$ cat config.mk
export PLATFORM = sky130hd
export DESIGN_NAME = digital_mode_ctrl
export DESIGN_NICKNAME = d
export VERILOG_FILES = /design/src/rtl/digital_mode_ctrl.sv
export SDC_FILE = /design/constraint.sdc
export NUM_CORES = 1
export LEC_CHECK = 0
export ABC_CLOCK_PERIOD_IN_PS = 6100
export BUFFER_PORTS_ARGS = -buffer_cell sky130_fd_sc_hd__buf_4
export CAP_MARGIN = 20
export CORE_ASPECT_RATIO = 1.25
export CORE_MARGIN = 4
export CORE_UTILIZATION = 60
export CTS_BUF_LIST = sky130_fd_sc_hd__clkbuf_2
export DETAILED_ROUTE_END_ITERATION = 10
export PLACE_DENSITY = 0.82
export SLEW_MARGIN = 10
export SYNTH_ARGS = -nofsm -noshare
export SYNTH_HDL_FRONTEND = slang
export SYNTH_SLANG_ARGS = --single-unit
$ cat constraint.sdc
create_clock -name CLK -period 6.1 [get_ports CLK]
set_input_delay 0.61 -clock CLK [delete_from_list [all_inputs] [get_ports CLK]]
set_output_delay 0.61 -clock CLK [all_outputs]
set_load 0.02 [all_outputs]
$ cat src/rtl/digital_mode_ctrl.sv
// digital_mode_ctrl: power sequencer for the DFE / ADC-TEG receiver back end.
// Brings up one path at a time (divider, settle, datapath, flush) and tears it
// down break-before-make (datapath off, drain, divider off) before switching.
// Every output is registered from the current sequencer state, so outputs
// follow a state change by one clock.
module digital_mode_ctrl #(
  parameter int DIV_SETTLE = 32,
  parameter int DFE_FLUSH  = 64,
  parameter int TEG_FLUSH  = 16,
  parameter int DRAIN      = 8,
  parameter int CW         = 8
) (
  input  logic       CLK,
  input  logic       RES,
  input  logic       REQ_STB,
  input  logic [1:0] MODE_REQ,
  output logic       ENABLE_DIVIDER_DFE,
  output logic       ENABLE_DIVIDER_ADC_TEG,
  output logic       ENABLE_DFE,
  output logic       ENABLE_ADC_TEG,
  output logic       OUT_VALID,
  output logic [1:0] MODE_CUR,
  output logic       BUSY,
  output logic       ERR
);

  localparam logic [2:0] S_IDLE     = 3'd0;
  localparam logic [2:0] S_DIV_ON   = 3'd1;
  localparam logic [2:0] S_PATH_ON  = 3'd2;
  localparam logic [2:0] S_RUN      = 3'd3;
  localparam logic [2:0] S_PATH_OFF = 3'd4;
  localparam logic [2:0] S_DIV_OFF  = 3'd5;

  localparam logic [1:0] M_NONE = 2'b00;
  localparam logic [1:0] M_DFE  = 2'b01;
  localparam logic [1:0] M_TEG  = 2'b10;
  localparam logic [1:0] M_RSVD = 2'b11;

  // A timed state lasting P cycles exits when the counter reads P-1.
  localparam logic [CW-1:0] SETTLE_LAST = CW'(DIV_SETTLE - 1);
  localparam logic [CW-1:0] DFE_LAST    = CW'(DFE_FLUSH - 1);
  localparam logic [CW-1:0] TEG_LAST    = CW'(TEG_FLUSH - 1);
  localparam logic [CW-1:0] DRAIN_LAST  = CW'(DRAIN - 1);

  logic [2:0]    state, state_nxt;
  logic [CW-1:0] cnt, cnt_nxt;
  logic [1:0]    tgt, tgt_nxt;
  logic          pend_vld, pend_vld_nxt;
  logic [1:0]    pend_mode, pend_mode_nxt;

  logic          req_ok;
  logic          abort;
  logic          eff_vld;
  logic [1:0]    eff_mode;
  logic [CW-1:0] flush_last;
  logic          div_on;
  logic          path_on;

  // Request qualification and decode of the current state.
  always_comb begin
    req_ok     = REQ_STB && (MODE_REQ != M_RSVD);
    // Any non-reserved request that differs from the active target aborts.
    abort      = req_ok && (state != S_IDLE) && (MODE_REQ != tgt);
    // A strobe arriving on the DIV_OFF cycle overrides the stored request.
    eff_vld    = abort || pend_vld;
    eff_mode   = abort ? MODE_REQ : pend_mode;
    flush_last = (tgt == M_DFE) ? DFE_LAST : TEG_LAST;
    div_on     = state inside {S_DIV_ON, S_PATH_ON, S_RUN, S_PATH_OFF};
    path_on    = state inside {S_PATH_ON, S_RUN};
  end

  // Next-state, target and pending-request logic; aborts beat timer expiry.
  always_comb begin
    // NOTE: every variable gets a default first so no path leaves it
    // unassigned, which would otherwise infer a latch.
    state_nxt     = state;
    tgt_nxt       = tgt;
    pend_vld_nxt  = abort ? 1'b1 : pend_vld;
    pend_mode_nxt = abort ? MODE_REQ : pend_mode;

    case (state)
      S_IDLE: begin
        if (req_ok && (MODE_REQ != M_NONE)) begin
          state_nxt = S_DIV_ON;
          tgt_nxt   = MODE_REQ;
        end
      end
      S_DIV_ON: begin
        if (abort)                     state_nxt = S_DIV_OFF;
        else if (cnt == SETTLE_LAST)   state_nxt = S_PATH_ON;
      end
      S_PATH_ON: begin
        if (abort)                     state_nxt = S_PATH_OFF;
        else if (cnt == flush_last)    state_nxt = S_RUN;
      end
      S_RUN: begin
        if (abort)                     state_nxt = S_PATH_OFF;
      end
      S_PATH_OFF: begin
        if (cnt == DRAIN_LAST)         state_nxt = S_DIV_OFF;
      end
      S_DIV_OFF: begin
        pend_vld_nxt  = 1'b0;
        pend_mode_nxt = M_NONE;
        if (eff_vld && (eff_mode != M_NONE)) begin
          state_nxt = S_DIV_ON;
          tgt_nxt   = eff_mode;
        end else begin
          state_nxt = S_IDLE;
          tgt_nxt   = M_NONE;
        end
      end
      default: begin
        state_nxt     = S_IDLE;
        tgt_nxt       = M_NONE;
        pend_vld_nxt  = 1'b0;
        pend_mode_nxt = M_NONE;
      end
    endcase

    // Counter restarts on every state entry and rests in the untimed states.
    if ((state_nxt != state) || (state_nxt == S_IDLE) || (state_nxt == S_RUN))
      cnt_nxt = '0;
    else
      cnt_nxt = cnt + CW'(1);
  end

  // Sequencer state registers.
  always_ff @(posedge CLK) begin
    // NOTE: sequential state uses non-blocking assignments so every register
    // samples pre-edge values regardless of statement order.
    if (RES) begin
      state     <= S_IDLE;
      cnt       <= '0;
      tgt       <= M_NONE;
      pend_vld  <= 1'b0;
      pend_mode <= M_NONE;
    end else begin
      state     <= state_nxt;
      cnt       <= cnt_nxt;
      tgt       <= tgt_nxt;
      pend_vld  <= pend_vld_nxt;
      pend_mode <= pend_mode_nxt;
    end
  end

  // Registered outputs decoded from the current state; reset drops them at once.
  always_ff @(posedge CLK) begin
    if (RES) begin
      ENABLE_DIVIDER_DFE     <= 1'b0;
      ENABLE_DIVIDER_ADC_TEG <= 1'b0;
      ENABLE_DFE             <= 1'b0;
      ENABLE_ADC_TEG         <= 1'b0;
      OUT_VALID              <= 1'b0;
      MODE_CUR               <= M_NONE;
      BUSY                   <= 1'b0;
      ERR                    <= 1'b0;
    end else begin
      ENABLE_DIVIDER_DFE     <= div_on  && (tgt == M_DFE);
      ENABLE_DIVIDER_ADC_TEG <= div_on  && (tgt == M_TEG);
      ENABLE_DFE             <= path_on && (tgt == M_DFE);
      ENABLE_ADC_TEG         <= path_on && (tgt == M_TEG);
      OUT_VALID              <= (state == S_RUN);
      MODE_CUR               <= div_on ? tgt : M_NONE;
      BUSY                   <= !((state == S_IDLE) || (state == S_RUN)) || pend_vld;
      ERR                    <= REQ_STB && (MODE_REQ == M_RSVD);
    end
  end

endmodule

Word level (Yosys, flattened, before mapping) --
Index checks and enable logic that the tools add are counted.
Operators by class: multiplexer cells 14, equality and inequality tests 16, reductions and logical operators 29, bitwise logic cells 3, add/subtract/negate cells 1
Operators with widths (number):
- $mux 3 | 7
- $pmux 3 s6 | 1
- $logic_and 1x1->1 | 10
- $eq 3x2->1 const B | 3
- $add 8x1->8 const B | 1
- $eq 8x3->1 const B | 1
- $eq 8x5->1 const B | 1
- $eq 8x6->1 | 1
- $eq 3x3->1 const B | 2
- $logic_not 3->1 | 2
- $mux 2 | 3
- $mux 6 | 1
- $pmux 2 s3 | 1
- $reduce_bool 2->1 | 3
- $reduce_or 2->1 | 3
- $logic_or 1x1->1 | 5
- $reduce_or 5->1 | 1
- $eq 2x2->1 const B | 2
- $ne 2x2->1 const B | 2
- $reduce_bool 4->1 | 1
- $reduce_or 4->1 | 1
- $eq 3x1->1 const B | 1
- $ne 3x3->1 | 1
- $not 1->1 | 3
- 6 further kinds | 6
Word-level totals: logic and storage cells 76, register bits after elaboration 25, input port bits 5

Longest topological paths before layout --
Gate-level depths: netlist of run 1.
word-level depth 13, gate-level depth with buffers 6, depth with buffers taken out 6

Least setup slack after synthesis of run 1 --
No wires, ideal clock.
kind input-to-reg, start point input port MODE_REQ[1], end point register cnt[3], data required time 6022 ps, path buffers 1, arrival time 2150 ps, setup slack 3872 ps, stages on the path 6, cell sequence clkbuf_1 > xor2_1 > o2111a_4 > or4b_1 > a31o_2 > nor3_1
Between the ends: cells in the longest elaborated chain, start to end 13, elaborated cells between the ends (all ways) 23
Ends and longest elaborated chain:
- from (decl) | RTL line 16 | input logic [1:0] MODE_REQ,
- $ne 2x2->1 | RTL line 61 | req_ok = REQ_STB && (MODE_REQ != M_RSVD);
- $logic_and 1x1->1 | RTL line 61
- $logic_and 1x1->1 (2 in series) | RTL line 63 | abort = req_ok && (state != S_IDLE) && (MODE_REQ != tgt);
- $mux 2
- $reduce_bool 2->1 | RTL line 105 | if (eff_vld && (eff_mode != M_NONE)) begin
- $logic_and 1x1->1 | RTL line 105
- $mux 1 | RTL line 105
- $pmux 3 s6 (*) | RTL line 81 | case (state)
- $ne 3x3->1 / $logic_not 3->1 (equally long branches) | RTL line 122 | if ((state_nxt != state) || (state_nxt == S_IDLE) || (state_nxt == S_RUN))
- $logic_or 1x1->1 | RTL line 122
- $logic_or 1x1->1 (*) | RTL line 122
- $reduce_or 2->1 (no source line) (*)
- to (signal assigned) | RTL line 140 | cnt <= cnt_nxt;
- to (decl) | RTL line 46 | logic [CW-1:0] cnt, cnt_nxt;
Mark *: on every way between the ends. The rest lies on a longest branch, timed or not. A chain may end at the register's enable or synchronous reset.

Worst setup path after layout of run 1 --
start point register state[2], end point register cnt[3]
Between the ends: cells in the longest elaborated chain, start to end 12, elaborated cells between the ends (all ways) 28
Ends and longest elaborated chain:
- from (decl) | RTL line 45 | logic [2:0] state, state_nxt;
- from (signal assigned) | RTL line 139 | state <= state_nxt;
- $reduce_bool 3->1 | RTL line 63
- $logic_and 1x1->1 (2 in series) | RTL line 63
- $mux 2
- $reduce_bool 2->1 | RTL line 105
- $logic_and 1x1->1 | RTL line 105
- $mux 1 | RTL line 105
- $pmux 3 s6 | RTL line 81
- $ne 3x3->1 / $logic_not 3->1 (equally long branches) | RTL line 122
- $logic_or 1x1->1 | RTL line 122
- $logic_or 1x1->1 (*) | RTL line 122
- $reduce_or 2->1 (no source line) (*)
Marks and branches as above.

==> results of run 1 <==
-- power by group --
part | internal, mW | leakage [nW] | switching, mW
clock network | 0.0173 | 0.0166 | 0.0452
registers | 0.168 | 0.202 | 0.00521
logic | 0.0156 | 0.285 | 0.0187
total | 0.201 | 0.504 | 0.0691
-- state kept, by name (all words and copies together), names as in the netlist --
register and flops:
OUT_VALID 1, BUSY 1, ENABLE_DFE 1, ERR 1, ENABLE_ADC_TEG 1, cnt 8
tgt 2, pend_vld 1, ENABLE_DIVIDER_DFE 1, MODE_CUR 2, ENABLE_DIVIDER_ADC_TEG 1, pend_mode 2
state 3
-- worst min-delay path by stage --
| stage | end | slack, ps | start |
|---|---|---|---|
| detailed placement | cnt[0] | 450 | cnt[0] |
| global route | BUSY | 510 | RES |
| floorplan | cnt[0] | 420 | cnt[0] |
| CTS | cnt[0] | 470 | cnt[0] |
| global placement | cnt[0] | 430 | cnt[0] |
| finish | cnt[0] | 470 | cnt[0] |
-- cell usage after synthesis (4+ instances only) --
master | instances | share of area
xnor2_1 | 5 | 0.038
o21ai_0 | 5 | 0.022
nand3_1 | 4 | 0.018
and3_1 | 4 | 0.022
a21oi_1 | 5 | 0.022
nand2_1 | 5 | 0.016
clkbuf_1 | 5 | 0.016
nor3_1 | 12 | 0.053
xor2_1 | 4 | 0.031
dfxtp_1 | 25 | 0.44
nand2b_1 | 4 | 0.022
nor2_1 | 16 | 0.053
-- metal layers --
layer  vias to the layer above  track usage
li1                        486            -
met1                       431        0.225
met2                        18        0.282
met3                         0       0.0256
met4                         0       0.0395
met5                         -            0
-- cell families after synthesis --
group                    after synthesis  share of synthesized area
buffers and inverters                  7                     0.0295
adder cells (fa/ha/maj)                1                     0.0109
AO/OA/AOI/OAI                         20                      0.126
multiplexers                           3                     0.0263
AND/OR/NAND/NOR                       64                      0.301
flip-flops                            25                      0.438
XOR/XNOR                               9                     0.0689
-- layout make-up --
cell class	instances	area [um2]	share of cell area
multi-input combinational	97	609	0.486
sequential	25	500	0.399
tap	19	23.8	0.0189
clock buffer	4	20.0	0.0160
timing repair buffer	13	97.6	0.0778
inverter	1	3.75	0.00299
-- stage by stage --
stage,hold slack [ps],utilization
after global routing,512,0.702
after floorplan,425,-
final,473,0.702
after CTS,474,0.702
after global placement,435,0.691
after detailed placement,450,0.691
==> metrics.md, run 1 <==
| Metric | Value |
|---|---|
| Main synth FF type | dfxtp_1 |
| Clk_lat worst skew | ~320 ps |
| Power Dens Cells | ~220 nW/um2 |
| FFs w/ async S/R, synth | 0 |
| Total track usage | 0.170 |
| Flop-to-flop setup slack | roughly 4000 ps |
| Period utilization | 0.347 |
| Final Hold Fails | 0 |
| Met1 WL | around 960 um |
| Leakage | between 0.5 and 0.6 nW |
| Setup crit start | state[2] |
| Residual DRC | 0 |
| Die W | about 47 um |
| Post-CTS Hold Buffers | 0 |
| Cells after DPL | around 160 |
| Worst hold path type | reg -> reg |
| HPWL Detailed | approximately 1.6 mm |
| Total gr overflow | 0 |
| Avg Inst Size Synth | between 8 and 9 um2 |
| Post-CTS sizing | 0 |
| Top delay family on crit path | simple AND/OR/NAND/NOR gates |
| Total power | roughly 270 uW |
| CTS clk-pin slew, worst paths | roughly 210 ps |
| Mapped Cells | around 130 |
| Fin area | approximately 1300 um2 |
| Hold depth | 1 |
| Placed inst area | approximately 1200 um2 |
| Post-synth cell types | 34 |
| Maximum fanout along the worst path | 16 |
| Status | finished, final reports clean |
| RSZ-0062 raised after global routing | no |
| Worst EP arrival | between 2000 and 2500 ps |
| Fin cells | approximately 160 |
| Worst VDD drop | 0.144 mV |
| Layout area overhead | 9.74% |
| Post-Syn Nets | roughly 140 |
| Slew Limit Fails | 0 |
| Number of max-cap violations | 0 |
| Antenna fix cells | 0 |
| CP required | around 6400 ps |
| Max clock buf depth | 2 |
| Setup ws final | around 4000 ps |
| Via Count | 935 |
| Buffers plus inverters on the worst setup path | 0 |
| Postcts setup bufs | 0 |
| Ports | 14 |
| Pre-CTS setup slack | 3720 ps |
| Tmin final | between 2000 and 2500 ps |
| Most frequent cells in the layout | dfxtp_1, nor2_1, buf_4 |
| FP Rows | 17 |
| Endpoints failing setup | 0 |
| Critical path cell sequence | or3_4, o2111a_4, or4b_1, a31o_2, nor3_1 |
| Pin count of the biggest net entering global routing | 17 |
| RR Endpoint | cnt[3] |
| Critical Path End | cnt[3] |
| Seq cells post-synth | 25 |
| Global-route wire length before repair | approximately 3.6 mm |
| Highest routed layer | met3 |
| CP Class | reg -> reg |
| CP startpoint kind | flip-flop |
| Rel. slew slack | 0.512 |
| Core ar. | around 1800 um2 |
| Worst Setup End Kind | flip-flop |
| Final clock skew | roughly 2.2 ps |
| Antenna viol nets, final | 0 |
| Vias/cell | 5.88 |
| FF-to-FF path depth | 5 |
| Seq/Total Area, Yosys | 0.438 |
| Netlist Area Pre-Place | between 1000 and 1500 um2 |
| Levels on crit path | 5 |
| CTS sink count | 25 |
| Leading cell type in the layout, fill and taps excluded | dfxtp_1 |
| Antenna violations before repair | 0 |
| Vias in the first global route | a little under 900 |
| Peak Freq | around 0.47 GHz |
| CTS Buf Count | 3 |
| GPL Wtd Cong | roughly 0.85 |
| Port Buffers | 13 |
| TNS Setup | 0 ps |
| Die H | 56.8 um |
| DRT iter0 DRCs | 21 |
| Launch point of the worst reg-to-reg path | state[2] |
| Nets | about 150 |
| Initial Util | 0.640 |
| Met3 wire len | a little over 80 um |
| Filler cell count | 142 |
| Overall routed net length | 2.07 mm |
| H-tree depth | 1 |
| Total die area | 2670 um2 |
| Metal2 WL | approximately 1.0 mm |
| CTS tree | built |
| Synth warnings | 0 |
| Fraction of layout cells with a size suffix above 1 | 0.157 |
| DR pass1 iterations | 4 |
| Post-synth EDFFs | 0 |
| Clock root buffer | clkbuf_2 |
| Avg WL per Cell | 13.0 um |
| Worst path max stage delay | a little over 500 ps |
| Crit-path slowest cell | dfxtp_1 |
| Least-Margin Pin Slew | 731 ps |
Note: power is estimated with default switching activity, not from simulation.
==> run 2: changes to the inputs <==
--- a/config.mk
+++ b/config.mk
@@ -5,15 +5,16 @@
 export SDC_FILE = /design/constraint.sdc
 export NUM_CORES = 1
 export LEC_CHECK = 0
-export ABC_CLOCK_PERIOD_IN_PS = 6100
+export ABC_AREA = 1
+export ABC_CLOCK_PERIOD_IN_PS = 1850
 export BUFFER_PORTS_ARGS = -buffer_cell sky130_fd_sc_hd__buf_4
 export CAP_MARGIN = 20
 export CORE_ASPECT_RATIO = 1.25
 export CORE_MARGIN = 4
-export CORE_UTILIZATION = 60
+export CORE_UTILIZATION = 53
 export CTS_BUF_LIST = sky130_fd_sc_hd__clkbuf_2
 export DETAILED_ROUTE_END_ITERATION = 10
-export PLACE_DENSITY = 0.82
+export PLACE_DENSITY = 0.77
 export SLEW_MARGIN = 10
 export SYNTH_ARGS = -nofsm -noshare
 export SYNTH_HDL_FRONTEND = slang
==> constraint.sdc (replaced) <==
create_clock -name CLK -period 1.85 [get_ports CLK]
set_input_delay 0.185 -clock CLK [delete_from_list [all_inputs] [get_ports CLK]]
set_output_delay 0.185 -clock CLK [all_outputs]
set_load 0.02 [all_outputs]
==> run 2 against run 1 <==
Effect of this change: sequential cell count unchanged; via count is 11% higher; critical path depth up 6; first-iteration DRC count increased by 57%; critical path type unchanged; largest cell class unchanged.
==> metrics.md, run 2 <==
| Metric | Value |
|---|---|
| Worst hold path type | in -> reg |
| Leakage | 0.568 nW (+13%) |
| Area contributors post-synth | dfxtp_1, nand2_1, nor2_1 |
| Status | finished, final reports clean |
| Max reg flops | 8 (unchanged) |
| Most area-hungry cell type in the Yosys netlist | dfxtp_1 |
| Main synth FF type | dfxtp_1 |
| Port Buffers | 13 (unchanged) |
| Post-layout util | 0.655 (-0.0476) |
| Tmin final | 1690 ps (-428 ps) |
| Via Count | 1036 (+11%) |
| Top-count cell post-synth | nand2_1 |
| Synth warnings | 0 (unchanged) |
| CP required | 2130 ps (-4240 ps) |
| Clock root buffer | clkbuf_2 |
| Total gr overflow | 0 (unchanged) |
| Maximum fanout along the worst path | 8 (-8) |
| Netlist Area Pre-Place | 1130 um2 (-0.77%) |
| Avg Inst Size Synth | 7.18 um2 (-19%) |
| Max clock buf depth | 2 (unchanged) |
| CTS Buf Count | 3 (unchanged) |
| Synth top area share | 0.441 (+0.00338) |
| Global-route wire length before repair | 3.97 mm (+11%) |
| Cells after DPL | 191 (+23%) |
| Mapped Cells | 158 (+22%) |
| Fraction of layout cells with a size suffix above 1 | 0.210 (+0.0531) |
| Antenna viol nets, final | 0 (unchanged) |
| Seq cells post-synth | 25 (unchanged) |
| Post-synth top cells | nand2_1, nor2_1, dfxtp_1 |
| Die H | 59.7 um (+5.1%) |
| Number of max-cap violations | 0 (unchanged) |
| Residual DRC | 0 (unchanged) |
| Vias in the first global route | 980 (+10%) |
| DRT iter0 DRCs | 33 (+57%) |
| Pin count of the biggest net entering global routing | 14 (-3) |
| H-tree depth | 1 (unchanged) |
| GPL Wtd Cong | 0.903 (+6.0%) |
| Top reg by flops | cnt |
| Filler cell count | 173 (+22%) |
| Avg WL per Cell | 11.4 um (-12%) |
| Peak Freq | 0.593 GHz (+25%) |
| CTS sink count | 25 (unchanged) |
| FFs w/ async S/R, synth | 0 (unchanged) |
| Post-synth cell types | 21 (-38%) |
| Post-Syn Nets | 164 (+21%) |
| Vias/cell | 5.29 (-10%) |
| Period utilization | 0.911 (+0.565) |
| Seq/Total Area, Yosys | 0.441 (+0.00338) |
| Antenna fix cells | 0 (unchanged) |
| CP Class | reg -> reg |
| Rel. slew slack | 0.822 (+0.310) |
| Initial Util | 0.566 (-0.0739) |
| Least-Margin Pin Slew | 264 ps (-466 ps) |
| Biggest regs | cnt: 8 flops, state: 3 flops |
| Total track usage | 0.174 (+0.00360) |
| Core ar. | 2000 um2 (+12%) |
| Nets | 183 (+24%) |
| Die W | 49.4 um (+5.0%) |
| Post-synth EDFFs | 0 (unchanged) |
| Overall routed net length | 2.23 mm (+8.0%) |
| Layout area overhead | 15.7% |
| Ports | 14 (unchanged) |
| Power Dens Cells | 668 nW/um2 (+210%) |
| DR pass1 iterations | 4 (unchanged) |
| Endpoints failing setup | 0 (unchanged) |
| FP Rows | 18 (+1) |
| CTS tree | built |
| Worst VDD drop | 0.550 mV (+280%) |
| Clk_lat worst skew | 360 ps (+40 ps) |
| Leading cell type in the layout, fill and taps excluded | nand2_1 |
| Final Hold Fails | 0 (unchanged) |
| Slew Limit Fails | 0 (unchanged) |
| RSZ-0062 raised after global routing | no |
| Fin cells | 196 (+23%) |
| HPWL Detailed | 1.66 mm (+5.9%) |
| Hold slack | 32.7 ps (-440 ps) |
| Most frequent cells in the layout | nand2_1, nor2_1, dfxtp_1 |
| TNS Setup | 0 ps (unchanged) |
| CTS clk-pin slew, worst paths | 230 ps (+20 ps) |
| Postcts setup bufs | 0 (unchanged) |
| Worst Setup End Kind | flip-flop |
| Total die area | 2950 um2 (+10%) |
| Worst EP arrival | 1970 ps (-410 ps) |
| Final clock skew | 8.78 ps (+6.58 ps) |
| Antenna violations before repair | 0 (unchanged) |
| CP startpoint kind | flip-flop |
## run 2: cell types whose count changed after synthesis, sizes merged, moves of 4 or more
| cell | before | now |
|---|---|---|
| nand2 | 5 | 43 |
| nor3 | 12 | 5 |
| nand2b | 4 | 0 |
| and3 | 4 | 0 |
| clkbuf | 5 | 0 |
| nand3 | 4 | 9 |
| inv | 1 | 20 |
| nor2 | 16 | 32 |
## run 2: final timing paths
check	depth (start not counted)	to	slack, ps	startpoint
setup reg to reg	11	cnt[7]	160	state[2]
hold / removal	3	ERR	30	REQ_STB
hold reg to reg	1	cnt[0]	440	cnt[0]
setup / recovery	11	cnt[7]	160	state[2]
## run 2: cell families after synthesis
| group | Yosys count | synth area share |
|---|---|---|
| xor+xnor | 6 | 0.0463 |
| buf+inv | 20 | 0.0662 |
| compound gates | 16 | 0.0915 |
| fa+ha+maj | 1 | 0.0110 |
| flops | 25 | 0.441 |
| simple gates | 90 | 0.344 |
## run 2: stage by stage
stage	setup WS, ps	area [um2]	power, mW
after global routing	16.4	1310	0.919
final	164	1310	0.877
after detailed placement	130	1260	0.664
after floorplan	335	1130	0.635
after CTS	89.2	1290	0.876
after global placement	252	1260	0.662
## run 2: area by class of cell
type,count,area [um2],share of cell area
Inverter,20,75.1,0.0572
Multi-Input combinational cell,113,582,0.443
Sequential cell,25,503,0.383
Clock buffer,4,20.0,0.0153
Tap cell,20,25.0,0.0191
Timing Repair Buffer,14,108,0.0820
## run 2: worst max-delay path, cell delays in order (launching register included)
cell and delay [ps]:
dfxtp_1 490, inv_2 100, a21oi_4 220, nand2_4 110
nand2_1 70, inv_1 50, nor2_2 150, o21ai_2 100
nand2_1 80, nand2_2 60, nand2_4 110, nor2_1 50
## run 2: layer usage
metal | global-route usage | part of all wire
met2 | 0.282 | 0.48
met3 | 0.0399 | 0.064
met1 | 0.208 | 0.42
met4 | 0.115 | 0.028
met5 | 0 | 0
## run 2: what timing repair did
item,CTS,global route
hold endpoints to repair,3,0
hold buffers,1,0
gates resized for setup,0,7
endpoints found under the setup margin,0,8
## run 2: report_power, final
| part | internal (mW) | switching (mW) | total [mW] |
|---|---|---|---|
| logic | 0.0348 | 0.0607 | 0.0954 |
| clock network | 0.0571 | 0.164 | 0.221 |
| registers | 0.551 | 0.00976 | 0.561 |
==> run 3: changes to the inputs <==
--- a/config.mk
+++ b/config.mk
@@ -14,6 +14,8 @@
 export CORE_UTILIZATION = 53
 export CTS_BUF_LIST = sky130_fd_sc_hd__clkbuf_2
 export DETAILED_ROUTE_END_ITERATION = 10
+export GPL_ROUTABILITY_DRIVEN = 0
+export HOLD_SLACK_MARGIN = 0.08
 export PLACE_DENSITY = 0.77
 export SLEW_MARGIN = 10
 export SYNTH_ARGS = -nofsm -noshare
==> run 3 against run 2 <==
Effect of this change: worst hold slack gained 44 ps; largest cell class unchanged; combinational power grew 2%; global-route usage grew 0.053 points; core utilization grew 0.50 points; fmax is essentially flat; worst setup slack is essentially flat; clock skew is essentially flat; first-iteration DRC count shrank 3.0%; via count grew 0.39%; power grew 0.19%; die area is the same.
==> metrics.md, run 3 (same netlist as run 2, synthesis figures left out) <==
| Metric | Value |
|---|---|
| Leading cell type in the layout, fill and taps excluded | nand2_1 |
| Antenna viol nets, final | 0 (unchanged) |
| Antenna fix cells | 0 (unchanged) |
| Filler cell count | 172 (-0.58%) |
| Antenna violations before repair | 0 (unchanged) |
| Rel. slew slack | 0.822 (unchanged) |
| Worst hold path type | in -> reg |
| CP required | 2130 ps (about the same) |
| Storage cell area | 503 um2 (unchanged) |
| Final Hold Fails | 0 (unchanged) |
| Final clock skew | 8.88 ps (+0.0920 ps) |
| Endpoints failing setup | 0 (unchanged) |
| TNS Setup | 0 ps (unchanged) |
| Leakage | 0.572 nW (+0.74%) |
| Number of max-cap violations | 0 (unchanged) |
| Least-Margin Pin Slew | 264 ps (unchanged) |
| Layout area overhead | 16.5% |
| Fraction of layout cells with a size suffix above 1 | 0.209 (-0.00119) |
| DR pass1 iterations | 4 (unchanged) |
| Footprint of the multi-input gates | 582 um2 (unchanged) |
| Port Buffers | 13 (unchanged) |
| Slew Limit Fails | 0 (unchanged) |
| Pin count of the biggest net entering global routing | 14 (unchanged) |
| Total die area | 2950 um2 (unchanged) |
| Peak Freq | 0.593 GHz (about the same) |
| Status | finished, final reports clean |
| Biggest regs | cnt: 8 flops, state: 3 flops |
| CTS sink count | 25 (unchanged) |
| H-tree depth | 1 (unchanged) |
| Worst VDD drop | 0.550 mV (+0.11%) |
| Postcts setup bufs | 0 (unchanged) |
| Worst Setup End Kind | flip-flop |
| Clk_lat worst skew | 360 ps (about the same) |
| Die H | 59.7 um (unchanged) |
| HPWL Detailed | 1.66 mm (unchanged) |
| Nets | 184 (+0.55%) |
| Initial Util | 0.566 (unchanged) |
| Maximum fanout along the worst path | 8 (unchanged) |
| CTS Buf Count | 3 (unchanged) |
| CP startpoint kind | flip-flop |
| FP Rows | 18 (unchanged) |
| Total track usage | 0.175 (+0.000534) |
| Vias/cell | 5.28 (-0.12%) |
| Ports | 14 (unchanged) |
| Max clock buf depth | 2 (unchanged) |
| FF-to-FF path depth | 11 (unchanged) |
| CTS tree | built |
| Die W | 49.4 um (unchanged) |
| Via Count | 1040 (+0.39%) |
| Power Dens Cells | 665 nW/um2 (-0.57%) |
| Residual DRC | 0 (unchanged) |
| Overall routed net length | 2.24 mm (+0.36%) |
| DRT iter0 DRCs | 32 (-3.0%) |
| Top reg by flops | cnt |
| Clock root buffer | clkbuf_2 |
| CP Class | reg -> reg |
| Max reg flops | 8 (unchanged) |
| RSZ-0062 raised after global routing | no |
| Hold slack | 76.3 ps (+43.6 ps) |
| Vias in the first global route | 989 (+0.92%) |
| Period utilization | 0.911 (about the same) |
| Tmin final | 1690 ps (+0.315 ps) |
| Most frequent cells in the layout | nand2_1, nor2_1, dfxtp_1 |
| Worst EP arrival | 1970 ps (about the same) |
| Hold depth | 3 (unchanged) |
| Global-route wire length before repair | 3.98 mm (+0.35%) |
| CTS clk-pin slew, worst paths | 230 ps (about the same) |
| Core ar. | 2000 um2 (unchanged) |
| Total gr overflow | 0 (unchanged) |
| Avg WL per Cell | 11.4 um (-0.15%) |
==> run 3: cell types whose count changed in the layout (fill, tap and decap cells not counted) <==
| cell | delta |
|---|---|
| dlygate4sd3_1 | +1 |
==> run 3: layout make-up <==
type                    instances  area share
multi-input cells             113       0.440
flip-flops and latches         25       0.380
repair buffers                 15      0.0889
inverters                      20      0.0568
well taps                      20      0.0189
clock buffers                   4      0.0151
==> run 3: routing by layer <==
layer	wire length (um)	global-route usage	share of wire	up-vias
met5	0	0	0	-
met4	63	0.115	0.028	0
met3	150	0.0399	0.067	7
met2	1090	0.284	0.48	37
met1	941	0.208	0.42	466
li1	-	-	-	530
==> run 3: report_power, final <==
group | total [mW] | internal, mW | switching [mW]
logic | 0.0971 | 0.0361 | 0.0609
clock network | 0.221 | 0.0571 | 0.164
registers | 0.561 | 0.551 | 0.00977
==> run 3: path summary, 6_finish.rpt <==
check,start,end,slack (ps)
worst min register to register,cnt[0],cnt[0],440
worst min-delay path,MODE_REQ[0],ERR,80
worst max register to register,state[2],cnt[7],160
worst max-delay path,state[2],cnt[7],160
==> run 3: timing repair <==
| item | CTS | global route |
|---|---|---|
| hold buffers | 2 | 0 |
| endpoints found under the setup margin | 0 | 8 |
| gates resized for setup | 0 | 7 |
| hold endpoints to repair | 6 | 0 |
==> run 3: through the flow <==
step | utilization | setup slack (ps) | instances | total power, mW | area (um2)
6_report | 0.660 | 164 | 197 | 0.879 | 1320
5_1_grt | 0.660 | 16.4 | 197 | 0.921 | 1320
4_1_cts | 0.647 | 89.2 | 197 | 0.878 | 1300
3_5_place_dp | 0.627 | 130 | 191 | 0.664 | 1260
3_3_place_gp | 0.627 | 252 | 191 | 0.662 | 1260
2_1_floorplan | - | 335 | 158 | 0.635 | 1130
==> run 3: critical path, cell delays in order (launching register included) <==
cell and delay (ps):
dfxtp_1 490, inv_2 100, a21oi_4 220, nand2_4 110, nand2_1 70, inv_1 50, nor2_2 150, o21ai_2 100
nand2_1 80, nand2_2 60, nand2_4 110, nor2_1 50
